**config.mk**
```make
export PLATFORM = sky130hd
export DESIGN_NAME = branch_predict_resolve
export DESIGN_NICKNAME = d
export VERILOG_FILES = /design/src/rtl/branch_predict_resolve.sv
export SDC_FILE = /design/constraint.sdc
export NUM_CORES = 1
export LEC_CHECK = 0
export ABC_AREA = 1
export BUFFER_PORTS_ARGS = -buffer_cell sky130_fd_sc_hd__buf_4
export CAP_MARGIN = 20
export CORE_ASPECT_RATIO = 1.25
export CORE_UTILIZATION = 50
export CTS_CLUSTER_DIAMETER = 50
export DETAILED_ROUTE_END_ITERATION = 7
export GPL_ROUTABILITY_DRIVEN = 0
export PLACE_DENSITY = 0.8
export SLEW_MARGIN = 30
export SYNTH_ARGS = -nofsm -noshare
export SYNTH_HDL_FRONTEND = slang
export SYNTH_SLANG_ARGS = --single-unit
```
**constraint.sdc**
```tcl
create_clock -name clk -period 6.8 [get_ports clk]
set_clock_uncertainty 0.2 [all_clocks]
set_input_delay 0.68 -clock clk [delete_from_list [all_inputs] [get_ports clk]]
set_output_delay 0.68 -clock clk [all_outputs]
set_load 0.01 [all_outputs]
```
**src/rtl/branch_predict_resolve.sv**
```systemverilog
`default_nettype none
// ============================================================================
// Module   : branch_predict_resolve
// Purpose  : ID-stage branch resolution with a full signed condition set,
//            a table of 2-bit saturating predictors looked up by IF, a
//            combinational mispredict flag for the hazard unit, and
//            saturating performance counters.
// Ports    :
//   clk               in   rising-edge clock
//   reset             in   asynchronous active-low reset
//   if_pc             in   PC being fetched (predictor lookup)
//   predict_taken     out  MSB of the predictor entry for if_pc
//   id_valid          in   ID holds a real instruction
//   id_stall          in   ID stalled; suppresses update and counting
//   id_pc             in   PC of the instruction in ID
//   BranchType        in   0 none,1 BEQ,2 BNE,3 BLEZ,4 BGTZ,5 BLTZ,6 BGEZ,7 rsvd
//   id_predicted      in   prediction carried from IF
//   ReadData1         in   rs operand
//   ReadData2         in   rt operand (BEQ/BNE only)
//   bht_clear         in   synchronous clear of all predictor entries
//   branch_taken      out  resolved outcome (combinational)
//   mispredict        out  resolved outcome differs from id_predicted
//   branch_count      out  resolved branches since reset (saturating)
//   mispredict_count  out  mispredicts since reset (saturating)
// Revision : 1.0  initial release
// ============================================================================
module branch_predict_resolve #(
    parameter int DATA_WIDTH = 32,
    parameter int PC_WIDTH   = 32,
    parameter int BHT_DEPTH  = 16,
    parameter int INDEX_LSB  = 2,
    parameter int CNT_WIDTH  = 16
) (
    input  logic                  clk,
    input  logic                  reset,
    input  logic [PC_WIDTH-1:0]   if_pc,
    output logic                  predict_taken,
    input  logic                  id_valid,
    input  logic                  id_stall,
    input  logic [PC_WIDTH-1:0]   id_pc,
    input  logic [2:0]            BranchType,
    input  logic                  id_predicted,
    input  logic [DATA_WIDTH-1:0] ReadData1,
    input  logic [DATA_WIDTH-1:0] ReadData2,
    input  logic                  bht_clear,
    output logic                  branch_taken,
    output logic                  mispredict,
    output logic [CNT_WIDTH-1:0]  branch_count,
    output logic [CNT_WIDTH-1:0]  mispredict_count
);

    localparam int         C_IDX_W     = $clog2(BHT_DEPTH);
    localparam logic [1:0] C_ENTRY_RST = 2'b01;
    localparam logic [2:0] C_BT_BEQ    = 3'd1;
    localparam logic [2:0] C_BT_BNE    = 3'd2;
    localparam logic [2:0] C_BT_BLEZ   = 3'd3;
    localparam logic [2:0] C_BT_BGTZ   = 3'd4;
    localparam logic [2:0] C_BT_BLTZ   = 3'd5;
    localparam logic [2:0] C_BT_BGEZ   = 3'd6;

    logic [1:0]           bht_q [BHT_DEPTH];
    logic [1:0]           bht_d [BHT_DEPTH];
    logic [CNT_WIDTH-1:0] branch_count_q, branch_count_d;
    logic [CNT_WIDTH-1:0] mispredict_count_q, mispredict_count_d;

    logic [C_IDX_W-1:0]   w_if_idx;
    logic [C_IDX_W-1:0]   w_id_idx;
    logic                 w_rs_neg;
    logic                 w_rs_zero;
    logic                 w_cond;
    logic                 w_active;
    logic                 w_update;
    logic                 w_unused_pc_bits;

    assign w_if_idx = if_pc[INDEX_LSB +: C_IDX_W];
    assign w_id_idx = id_pc[INDEX_LSB +: C_IDX_W];

    // PC bits outside the index field deliberately do not affect the table.
    assign w_unused_pc_bits = ^{if_pc, id_pc};

    // No bypass: IF sees the registered entry even when ID updates it this cycle.
    assign predict_taken = bht_q[w_if_idx][1];

    // Zero compares only need the sign bit and an all-zero test.
    assign w_rs_neg  = ReadData1[DATA_WIDTH-1];
    assign w_rs_zero = (ReadData1 == '0);

    always_comb begin
        w_cond = 1'b0;
        case (BranchType)
            C_BT_BEQ:  w_cond = (ReadData1 == ReadData2);
            C_BT_BNE:  w_cond = (ReadData1 != ReadData2);
            C_BT_BLEZ: w_cond = w_rs_neg | w_rs_zero;
            C_BT_BGTZ: w_cond = ~w_rs_neg & ~w_rs_zero;
            C_BT_BLTZ: w_cond = w_rs_neg;
            C_BT_BGEZ: w_cond = ~w_rs_neg;
            default:   w_cond = 1'b0;
        endcase
    end

    assign w_active     = id_valid && (BranchType >= C_BT_BEQ) && (BranchType <= C_BT_BGEZ);
    assign branch_taken = w_active & w_cond;
    assign mispredict   = w_active & (w_cond != id_predicted);
    assign w_update     = w_active & ~id_stall;

    // Clear has priority over the training update, but not over counting.
    always_comb begin
        for (int i = 0; i < BHT_DEPTH; i++) begin
            bht_d[i] = bht_q[i];
        end
        if (bht_clear) begin
            for (int i = 0; i < BHT_DEPTH; i++) begin
                bht_d[i] = C_ENTRY_RST;
            end
        end else if (w_update) begin
            if (w_cond) begin
                if (bht_q[w_id_idx] != 2'b11) begin
                    bht_d[w_id_idx] = bht_q[w_id_idx] + 2'b01;
                end
            end else begin
                if (bht_q[w_id_idx] != 2'b00) begin
                    bht_d[w_id_idx] = bht_q[w_id_idx] - 2'b01;
                end
            end
        end
    end

    always_comb begin
        branch_count_d     = branch_count_q;
        mispredict_count_d = mispredict_count_q;
        if (w_update) begin
            if (branch_count_q != '1) begin
                branch_count_d = branch_count_q + CNT_WIDTH'(1);
            end
            if (mispredict && (mispredict_count_q != '1)) begin
                mispredict_count_d = mispredict_count_q + CNT_WIDTH'(1);
            end
        end
    end

    generate
        for (genvar g = 0; g < BHT_DEPTH; g++) begin : g_bht
            always_ff @(posedge clk or negedge reset) begin
                if (!reset) begin
                    bht_q[g] <= C_ENTRY_RST;
                end else begin
                    bht_q[g] <= bht_d[g];
                end
            end
        end
    endgenerate

    always_ff @(posedge clk or negedge reset) begin
        if (!reset) begin
            branch_count_q     <= '0;
            mispredict_count_q <= '0;
        end else begin
            branch_count_q     <= branch_count_d;
            mispredict_count_q <= mispredict_count_d;
        end
    end

    assign branch_count     = branch_count_q;
    assign mispredict_count = mispredict_count_q;

endmodule
`default_nettype wire

```
==> results of run 1 <==
==> layout make-up <==
type	instances	area, um^2	share of cell area, %
Timing Repair Buffer	116	871	14.4
Clock inverter	3	40.0	0.660
Sequential cell	64	1620	26.7
Clock buffer	13	270	4.45
Tap cell	123	154	2.54
Multi-Input combinational cell	548	2820	46.5
Inverter	77	289	4.76
==> cells by family (layout without fill, tap and decap cells) <==
family	after synthesis	count (layout)	share of synthesized area (%)
and+or+nand+nor	439	439	40.6
buffers and inverters	99	209	8.55
DFF	64	64	33.4
xor gates and xnor gates	51	51	9.19
AOI/OAI and AO/OA	49	49	6.26
muxes	5	5	1.06
adders and majority gates	4	4	1.03
==> flip-flops by register name (all words and copies together) (netlist names) <==
register,flops
mispredict_count,16
branch_count,16
bht_q,32
==> synthesized netlist by cell type <==
cell type  count
nand3_1       63
nor3b_1        1
inv_1         74
nor4_1         2
mux2i_1        4
nand4_1       47
xnor2_1       39
nand4_2        2
nand3_2        3
a22oi_1       16
o31ai_1        1
o211ai_1       2
nor3_2         2
a21oi_1       14
nand3_4        1
xor2_1        12
nor2_1        82
o21ai_0       15
nand2_4        1
nor2_2         3
nand2_2        2
nor3_1         8
buf_6          4
ha_1           4
buf_2          2
and2_0         1
buf_1          2
mux2_2         1
dfstp_2       16
dfrtp_1       48
nor2_4         3
inv_2          3
nand2_1      218
a21oi_4        1
buf_4          3
clkbuf_1      11
==> critical path: cells and delay by family <==
family                   cells  cell delay [ns]
AO/OA/AOI/OAI                1             0.23
adder cells (fa/ha/maj)      1             0.53
buffers and inverters        3             0.67
AND/OR/NAND/NOR              8             1.54
==> per-layer routing <==
layer	part of all wire, %	up-vias
li1	-	2525
met1	38	2393
met2	51	238
met3	6.8	45
met4	4.4	0
met5	0	-
==> report_power, final <==
part           leakage, nW  total (mW)  internal, mW  switching (mW)
Clock                0.156       0.478         0.312           0.165
Sequential           0.812       0.457         0.416          0.0411
Combinational         2.13       0.286         0.125           0.161
Total                 3.09        1.22         0.854           0.368
==> worst min path at each step <==
stage | slack (ns) | cells after the start | endpoint
after floorplan | 0.18 | 0 | bht_q[11]
after global placement | 0.26 | 2 | bht_q[4]
after detailed placement | 0.26 | 2 | bht_q[4]
after CTS | 0.27 | 1 | mispredict_count[15]
after global routing | 0.30 | 1 | mispredict_count[15]
final | 0.23 | 1 | mispredict_count[9]
==> results_dict.tcl, run 1 <==
set metrics [dict create \
    grt_first_pass_wirelength_mm 22.0 \
    dieArea_um2 10100 \
    final_cell_count_no_fill 944 \
    finish.utilization_pct 65.5 \
    post_synth_main_area_contributors "dfrtp_1 (25%), nand2_1 (17%), dfstp_2 (8.7%), xnor2_1 (7.0%), nand3_1 (6.5%)" \
    worstPathRequired_ns 6.88 \
    clockBufferDepth 2 \
    pre_cts_ws_ns 2.95 \
    cpPeakStageDelay_ns 0.55 \
    worst_pin_slew_ns 0.916 \
    worst-setup-path-type "primary input to register" \
    grt_pass1_vias 5125 \
    cp-startpoint "id_pc[3]" \
    h-tree-depth 3 \
    r2r_slack_ns 3.83 \
    layout_setup_ws_ns 3.21 \
    clkTransAtPathRegs_ns 0.05 \
    n_antenna_cell 0 \
    synth_area_leader_cell "dfrtp_1" \
    cts_root_buf "clkbuf_16" \
    finish.net_count 957 \
    cp_common_cell "nand2_1" \
    critPathMaxFanout 12 \
    post-route-drc-count 0 \
    grt_util_met2_pct 47.8 \
    reg2reg_to "mispredict_count[9]" \
    hold_viol_final 0 \
    cts_tree "built" \
    cp-start-kind "primary input" \
    start_util_pct 52.4 \
    cts-buffers-inserted 9 \
    grt_use_total_pct 26.7 \
    finalWirelength_mm 13.1 \
    syn_nets 852 \
    setup_tns_ns 0 \
    r2r-start "mispredict_count[0]" \
    wire_per_inst_um 13.9 \
    drv_slew 0 \
    io_buffers 115 \
    std_cell_rows 39 \
    io_pins 172 \
    syn_area_um2 4860 \
    cap_violations 0 \
    maxClockFrequency_mhz 279 \
    layout_commonest_cell "nand2_1" \
    grt-ovfl-total 0 \
    gr-usage-met1_pct 28.9 \
    avgViaCountPerCell 5.51 \
    cts_setup_buffers 0 \
    final_area_um2 6070 \
    status "completed" \
    dp.cells 928 \
    syn_area_per_cell_um2 6.83 \
    setup_viol 0 \
    hold-worst-slack_ns 0.231 \
    fill_cells 806 \
    drtPass1Iterations 7 \
    via_count 5201 \
    drt_first_iter_violations 339 \
    finalPower_mw 1.22 \
    worstPathArrival_ns 3.66 \
    place_area_um2 5760 \
    met3_usage_pct 5.89 \
    crit_path_end "bht_q[11]" \
    ys_ff_latch 64 \
    reg2reg_depth 9 \
    core_um2 9270 \
    slowest_stage "nor2_1" \
    relSlewSlack_pct 38.8 \
    area.growth.synth_to_final_pct 24.9 \
    die_y_um 112 \
    ant_nets 0 \
    antenna_found_initial 0 \
    fin_crit_sh_pct 52.7 \
    clk_latency_ns 0.34 \
    synth.distinct_cells 36 \
    p_leak_nw 3.09 \
    synthCells 711 \
    grt_max_degree 65 \
    power_density_nw_per_um2 201 \
    yosysWarnings 0 \
    fin_crit_ns 3.59 \
    end_kind "register" \
    synth.top_cell.area_share_pct 24.7 \
    grt-busiest-layer "met2" \
    path_cells "buf_4 -> nor2_1 -> a22oi_1 -> nand2_1 -> nand2_1 -> nand4_1 -> inv_1 -> ha_1 -> inv_1 -> nor2_1 -> nor3_2 -> nand2_1 -> nand2_1" \
    final_cell_mix "nand2_1 (218), buf_4 (116), nor2_1 (82)" \
    die_width_um 90.2 \
    hpwl_mm 9.72 \
    ctsResizeCount 0 \
    min_path_type "primary input to asynchronous set/reset pin" \
    ir_worst_vdd_mv 0.111 \
    ys_seq_area_share_pct 33.4 \
    grt_setup_unrepaired "false" \
    hold_buffers 0 \
    cts_sinks 64 \
    final_layout_size_suffix_gt1_share_pct 20.6 \
]
Power figures use the tool's default switching activity.
==> run 2, diff against run 1 <==
ABC_AREA = 0   (was 1)
PLACE_DENSITY = 0.81   (was 0.8)
clock period = 3.3 ns   (was 6.8 ns; I/O delays follow)
==> results_dict.tcl, run 2 <==
set metrics [dict create \
    critPathMaxFanout 38 \
    ys_seq_area_share_pct 34.9 \
    grt_pass1_vias 3894 \
    h-tree-depth 3 \
    fin_crit_sh_pct 92.2 \
    cp-start-kind "primary input" \
    p_leak_nw 2.51 \
    grt_max_degree 65 \
    die_y_um 110 \
    syn_area_per_cell_um2 10.0 \
    clk_latency_ns 0.33 \
    final_cell_count_no_fill 688 \
    r2r_slack_ns 0.33 \
    worst_pin_slew_ns 0.808 \
    clkTransAtPathRegs_ns 0.05 \
    synth.distinct_cells 42 \
    cts_sinks 64 \
    core_um2 9080 \
    hold-worst-slack_ns 0.202 \
    cts-buffers-inserted 9 \
    finalWirelength_mm 11.9 \
    worstPathRequired_ns 2.77 \
    holdPathStages 3 \
    ant_nets 0 \
    avgViaCountPerCell 5.85 \
    synth_area_leader_cell "dfrtp_1" \
    area.growth.synth_to_final_pct 26.7 \
    cap_violations 0 \
    dieArea_um2 9690 \
    end_kind "output port" \
    hold_viol_final 0 \
    worst-setup-path-type "primary input to output port" \
    wire_per_inst_um 17.3 \
    cts_root_buf "clkbuf_16" \
    r2r-start "bht_q[8]" \
    min_to "bht_q[8]" \
    n_antenna_cell 0 \
    layout_commonest_cell "buf_4" \
    std_cell_rows 39 \
    top_register "bht_q" \
    grt_setup_unrepaired "false" \
    min_path_type "primary input to register" \
    maxClockFrequency_mhz 329 \
    reg2reg_depth 8 \
    post_synth_main_area_contributors "dfrtp_1 (26%), mux2i_1 (11%), dfstp_2 (9.0%), xor2_1 (8.7%), mux4_2 (6.8%)" \
    ys_ff_latch 64 \
    reg2reg_to "bht_q[28]" \
    syn_area_um2 4650 \
    min_from "bht_clear" \
    post-route-drc-count 0 \
    drtPass1Iterations 4 \
    yosysWarnings 0 \
    via_count 4023 \
    die_width_um 88.2 \
    power_density_nw_per_um2 427 \
    finish.net_count 701 \
    hpwl_mm 8.43 \
    fin_crit_ns 3.04 \
    drv_slew 0 \
    async_reset_ff_share_pct 100 \
    io_buffers 115 \
    synth.top_cell.area_share_pct 25.8 \
    antenna_found_initial 0 \
    clockBufferDepth 2 \
    ir_worst_vdd_mv 0.391 \
    dp.cells 671 \
    relSlewSlack_pct 46.1 \
    setup_tns_ns 0 \
    status "completed" \
    final_cell_mix "buf_4 (118), nor4_1 (50), mux2i_1 (49)" \
    synthCells 464 \
    grt_use_total_pct 25.4 \
    synthTopCellsByCount "nor4_1 (50), mux2i_1 (49), dfrtp_1 (48)" \
    finalPower_mw 2.52 \
    largest_reg_flops 32 \
    drt_first_iter_violations 187 \
    synth_ff_type "dfrtp_1" \
    final_layout_size_suffix_gt1_share_pct 34.5 \
    syn_nets 605 \
    fill_cells 698 \
    synth_edf_count 0 \
    yosysMostFrequentCell "nor4_1" \
    grt_first_pass_wirelength_mm 18.7 \
    start_util_pct 51.2 \
    cts_tree "built" \
    grt-ovfl-total 0 \
    io_pins 172 \
    setup_viol 0 \
    worstPathArrival_ns 2.51 \
]
==> run 2: changes by cell type after synthesis, moves of 14 or more <==
| cell | change |
|---|---|
| nand3_1 | -43 |
| xnor2_1 | -23 |
| nor2_1 | -49 |
| inv_1 | -69 |
| nor4_1 | +48 |
| xor2_1 | +34 |
| nand2_1 | -196 |
| mux2i_1 | +45 |
| a22oi_1 | -16 |
| nand2b_1 | +22 |
| nand4_1 | -32 |
| mux2_2 | +18 |
| mux4_2 | +14 |
| a21oi_1 | -14 |
==> run 2: area by class of cell <==
class	instances	area, um^2	area share [%]
Sequential cell	64	1620	27.5
Clock buffer	10	239	4.06
Tap cell	123	154	2.61
Timing Repair Buffer	120	916	15.6
Multi-Input combinational cell	360	2850	48.4
Clock inverter	6	91.3	1.55
Inverter	5	18.8	0.319
==> run 2: worst max-delay path, cell delays in order <==
cell	delay (ns)
buf_4	0.12
nor4_1	0.52
nand4_1	0.24
o31a_1	0.32
o21ai_0	0.29
nor3b_4	0.09
buf_12	0.20
xnor2_1	0.14
nor2_1	0.11
buf_4	0.14
==> run 2: stage by stage <==
stage | area (um^2) | worst slack, ns | util, %
after global routing | 5890 | 0.104 | 64.9
after detailed placement | 5550 | -0.00754 | 61.1
after CTS | 5890 | 0.271 | 64.9
final | 5890 | 0.258 | 64.9
after global placement | 5550 | 0.177 | 61.1
after floorplan | 4650 | 0.262 | -
==> run 2: worst max-delay path by stage <==
| stage | startpoint | end | slack (ns) | cells past startpoint |
|---|---|---|---|---|
| after CTS | ReadData1[15] | mispredict | 0.27 | 10 |
| after global placement | id_pc[2] | bht_q[13] | 0.18 | 9 |
| after floorplan | id_pc[2] | bht_q[19] | 0.26 | 10 |
| after global routing | bht_q[8] | bht_q[13] | 0.10 | 8 |
| after detailed placement | id_pc[2] | bht_q[28] | -0.008 | 9 |
| final | ReadData1[15] | mispredict | 0.26 | 10 |
==> run 2: what timing repair did <==
item,4_1_cts,5_1_grt
gates resized for setup,0,1
setup endpoints to repair,0,6
buffers inserted,0,0
hold buffers,1,0
endpoints found under the hold margin,48,0
==> run 2: power by group <==
group          internal, mW  leakage (nW)  switching, mW
logic                 0.259          1.54          0.272
registers             0.846         0.808         0.0831
clock network         0.686         0.163          0.371
==> run 2: logic make-up (layout without fill, tap and decap cells) <==
group,count (synthesis),after routing,synth area share (%)
compound gates,10,10,1.75
xor+xnor,62,62,11.7
fa+ha+maj,4,4,1.08
buf+inv,40,141,4.01
flops,64,64,34.9
mux,83,83,22.4
simple gates,201,201,24.2
==> run 2: metal layers <==
| metal | GRT usage [%] | up-vias | share of wire, % |
|---|---|---|---|
| met4 | 12.3 | 0 | 3.8 |
| li1 | - | 1895 | - |
| met2 | 44.1 | 163 | 51 |
| met1 | 29.0 | 1927 | 38 |
| met3 | 6.08 | 38 | 7.5 |
| met5 | 0 | - | 0 |
==> run 3, diff against run 2 <==
PLACE_DENSITY = 0.79   (was 0.81)
==> results_dict.tcl, run 3 (synthesized netlist as in run 2, its figures left out) <==
set metrics [dict create \
    p_leak_nw 2.50 \
    grt_pass1_vias 3797 \
    setup_viol 0 \
    final_layout_size_suffix_gt1_share_pct 34.3 \
    ir_worst_vdd_mv 0.306 \
    std_cell_rows 39 \
    critPathMaxFanout 16 \
    grt_max_degree 65 \
    path_cells "mux4_2 -> mux2_2 -> o21ai_0 -> inv_1 -> ha_1 -> nor4_1 -> mux2_2 -> mux2i_1" \
    drtPass1Iterations 4 \
    min_from "bht_clear" \
    cts_tree "built" \
    io_buffers 115 \
    finalWirelength_mm 11.6 \
    post-route-drc-count 0 \
    cts-buffers-inserted 9 \
    critPathBufInv 1 \
    hold_viol_final 0 \
    fin_crit_ns 3.09 \
    dieArea_um2 9690 \
    grt_setup_unrepaired "false" \
    finish.net_count 702 \
    setup_tns_ns 0 \
    hold-worst-slack_ns 0.211 \
    clockBufferDepth 2 \
    finish.utilization_pct 64.7 \
    cts_setup_buffers 0 \
    cp-startpoint "bht_q[8]" \
    start_util_pct 51.2 \
    power_density_nw_per_um2 414 \
    area.growth.synth_to_final_pct 26.3 \
    wire_per_inst_um 16.8 \
    grt_use_total_pct 24.4 \
    largest_reg_flops 32 \
    via_count 4012 \
    cap_violations 0 \
    cts_sinks 64 \
    io_pins 172 \
    path_delay_family "multiplexers" \
    die_y_um 110 \
    maxClockFrequency_mhz 324 \
    fin_crit_sh_pct 93.6 \
    clk_latency_ns 0.33 \
    avgViaCountPerCell 5.82 \
    min_path_type "primary input to register" \
    clkTransAtPathRegs_ns 0.05 \
    ant_nets 0 \
    worst-setup-path-type "register to register" \
    hpwl_mm 8.35 \
    core_um2 9080 \
    relSlewSlack_pct 46.2 \
    h-tree-depth 3 \
    n_antenna_cell 0 \
    status "completed" \
    finalPower_mw 2.43 \
    drt_first_iter_violations 173 \
    worst_pin_slew_ns 0.807 \
    top_register "bht_q" \
    antenna_found_initial 0 \
    cp-start-kind "register" \
    worstPathRequired_ns 3.34 \
    r2r-start "bht_q[8]" \
    end_kind "register" \
    final_cell_mix "buf_4 (119), nor4_1 (50), mux2i_1 (49)" \
    drv_slew 0 \
    grt-ovfl-total 0 \
    cp_common_cell "mux2_2" \
    cts_root_buf "clkbuf_16" \
    grt_first_pass_wirelength_mm 18.1 \
    layout_commonest_cell "buf_4" \
    die_width_um 88.2 \
    cpPeakStageDelay_ns 0.46 \
    worstPathArrival_ns 3.12 \
    slowest_stage "mux4_2" \
]
run 3: path summary, 6_finish.rpt:
| check | endpoint | slack, ns | depth (start not counted) |
|---|---|---|---|
| min in group asynchronous | mispredict_count[14] | 0.42 | 2 |
| max in group asynchronous | bht_q[25] | 1.93 | 2 |
| setup reg to reg | bht_q[15] | 0.21 | 8 |
| hold / removal | bht_q[14] | 0.21 | 3 |
| setup / recovery | bht_q[15] | 0.21 | 8 |
| hold reg to reg | branch_count[14] | 0.29 | 1 |
run 3: worst min-delay path: stages:
cell     delay, ns
buf_4         0.22
nor2_1        0.12
mux2i_1       0.07
run 3: through the flow:
stage               area (um^2)  instances  worst slack, ns
global route               5870        689          0.00432
CTS                        5870        689            0.235
detailed placement         5560        672          0.00860
finish                     5870        689            0.212
global placement           5550        672            0.164
floorplan                  4650        464            0.262
run 3: power by group:
group	internal [mW]	total [mW]	switching [mW]
clock	0.625	0.963	0.339
combinational	0.261	0.537	0.276
sequential	0.846	0.932	0.0857
run 3: layer usage:
| layer | track usage, % | up-vias | share of wire [%] |
|---|---|---|---|
| li1 | - | 1893 | - |
| met1 | 27.8 | 1938 | 38 |
| met2 | 43.8 | 149 | 52 |
| met3 | 3.98 | 32 | 7.3 |
| met4 | 12.0 | 0 | 2.5 |
| met5 | 0 | - | 0 |
run 3: what timing repair did:
item                      4_1_cts  5_1_grt
hold endpoints to repair       48        0
hold buffers                    1        0
gates resized for setup         0        0
run 3: final cells by class:
cell class | count | area, um^2
Inverter | 5 | 18.8
Sequential cell | 64 | 1620
Timing Repair Buffer | 121 | 923
Multi-Input combinational cell | 360 | 2850
Clock buffer | 13 | 260
Tap cell | 123 | 154
Fill cell | 727 | 3210
Clock inverter | 3 | 42.5
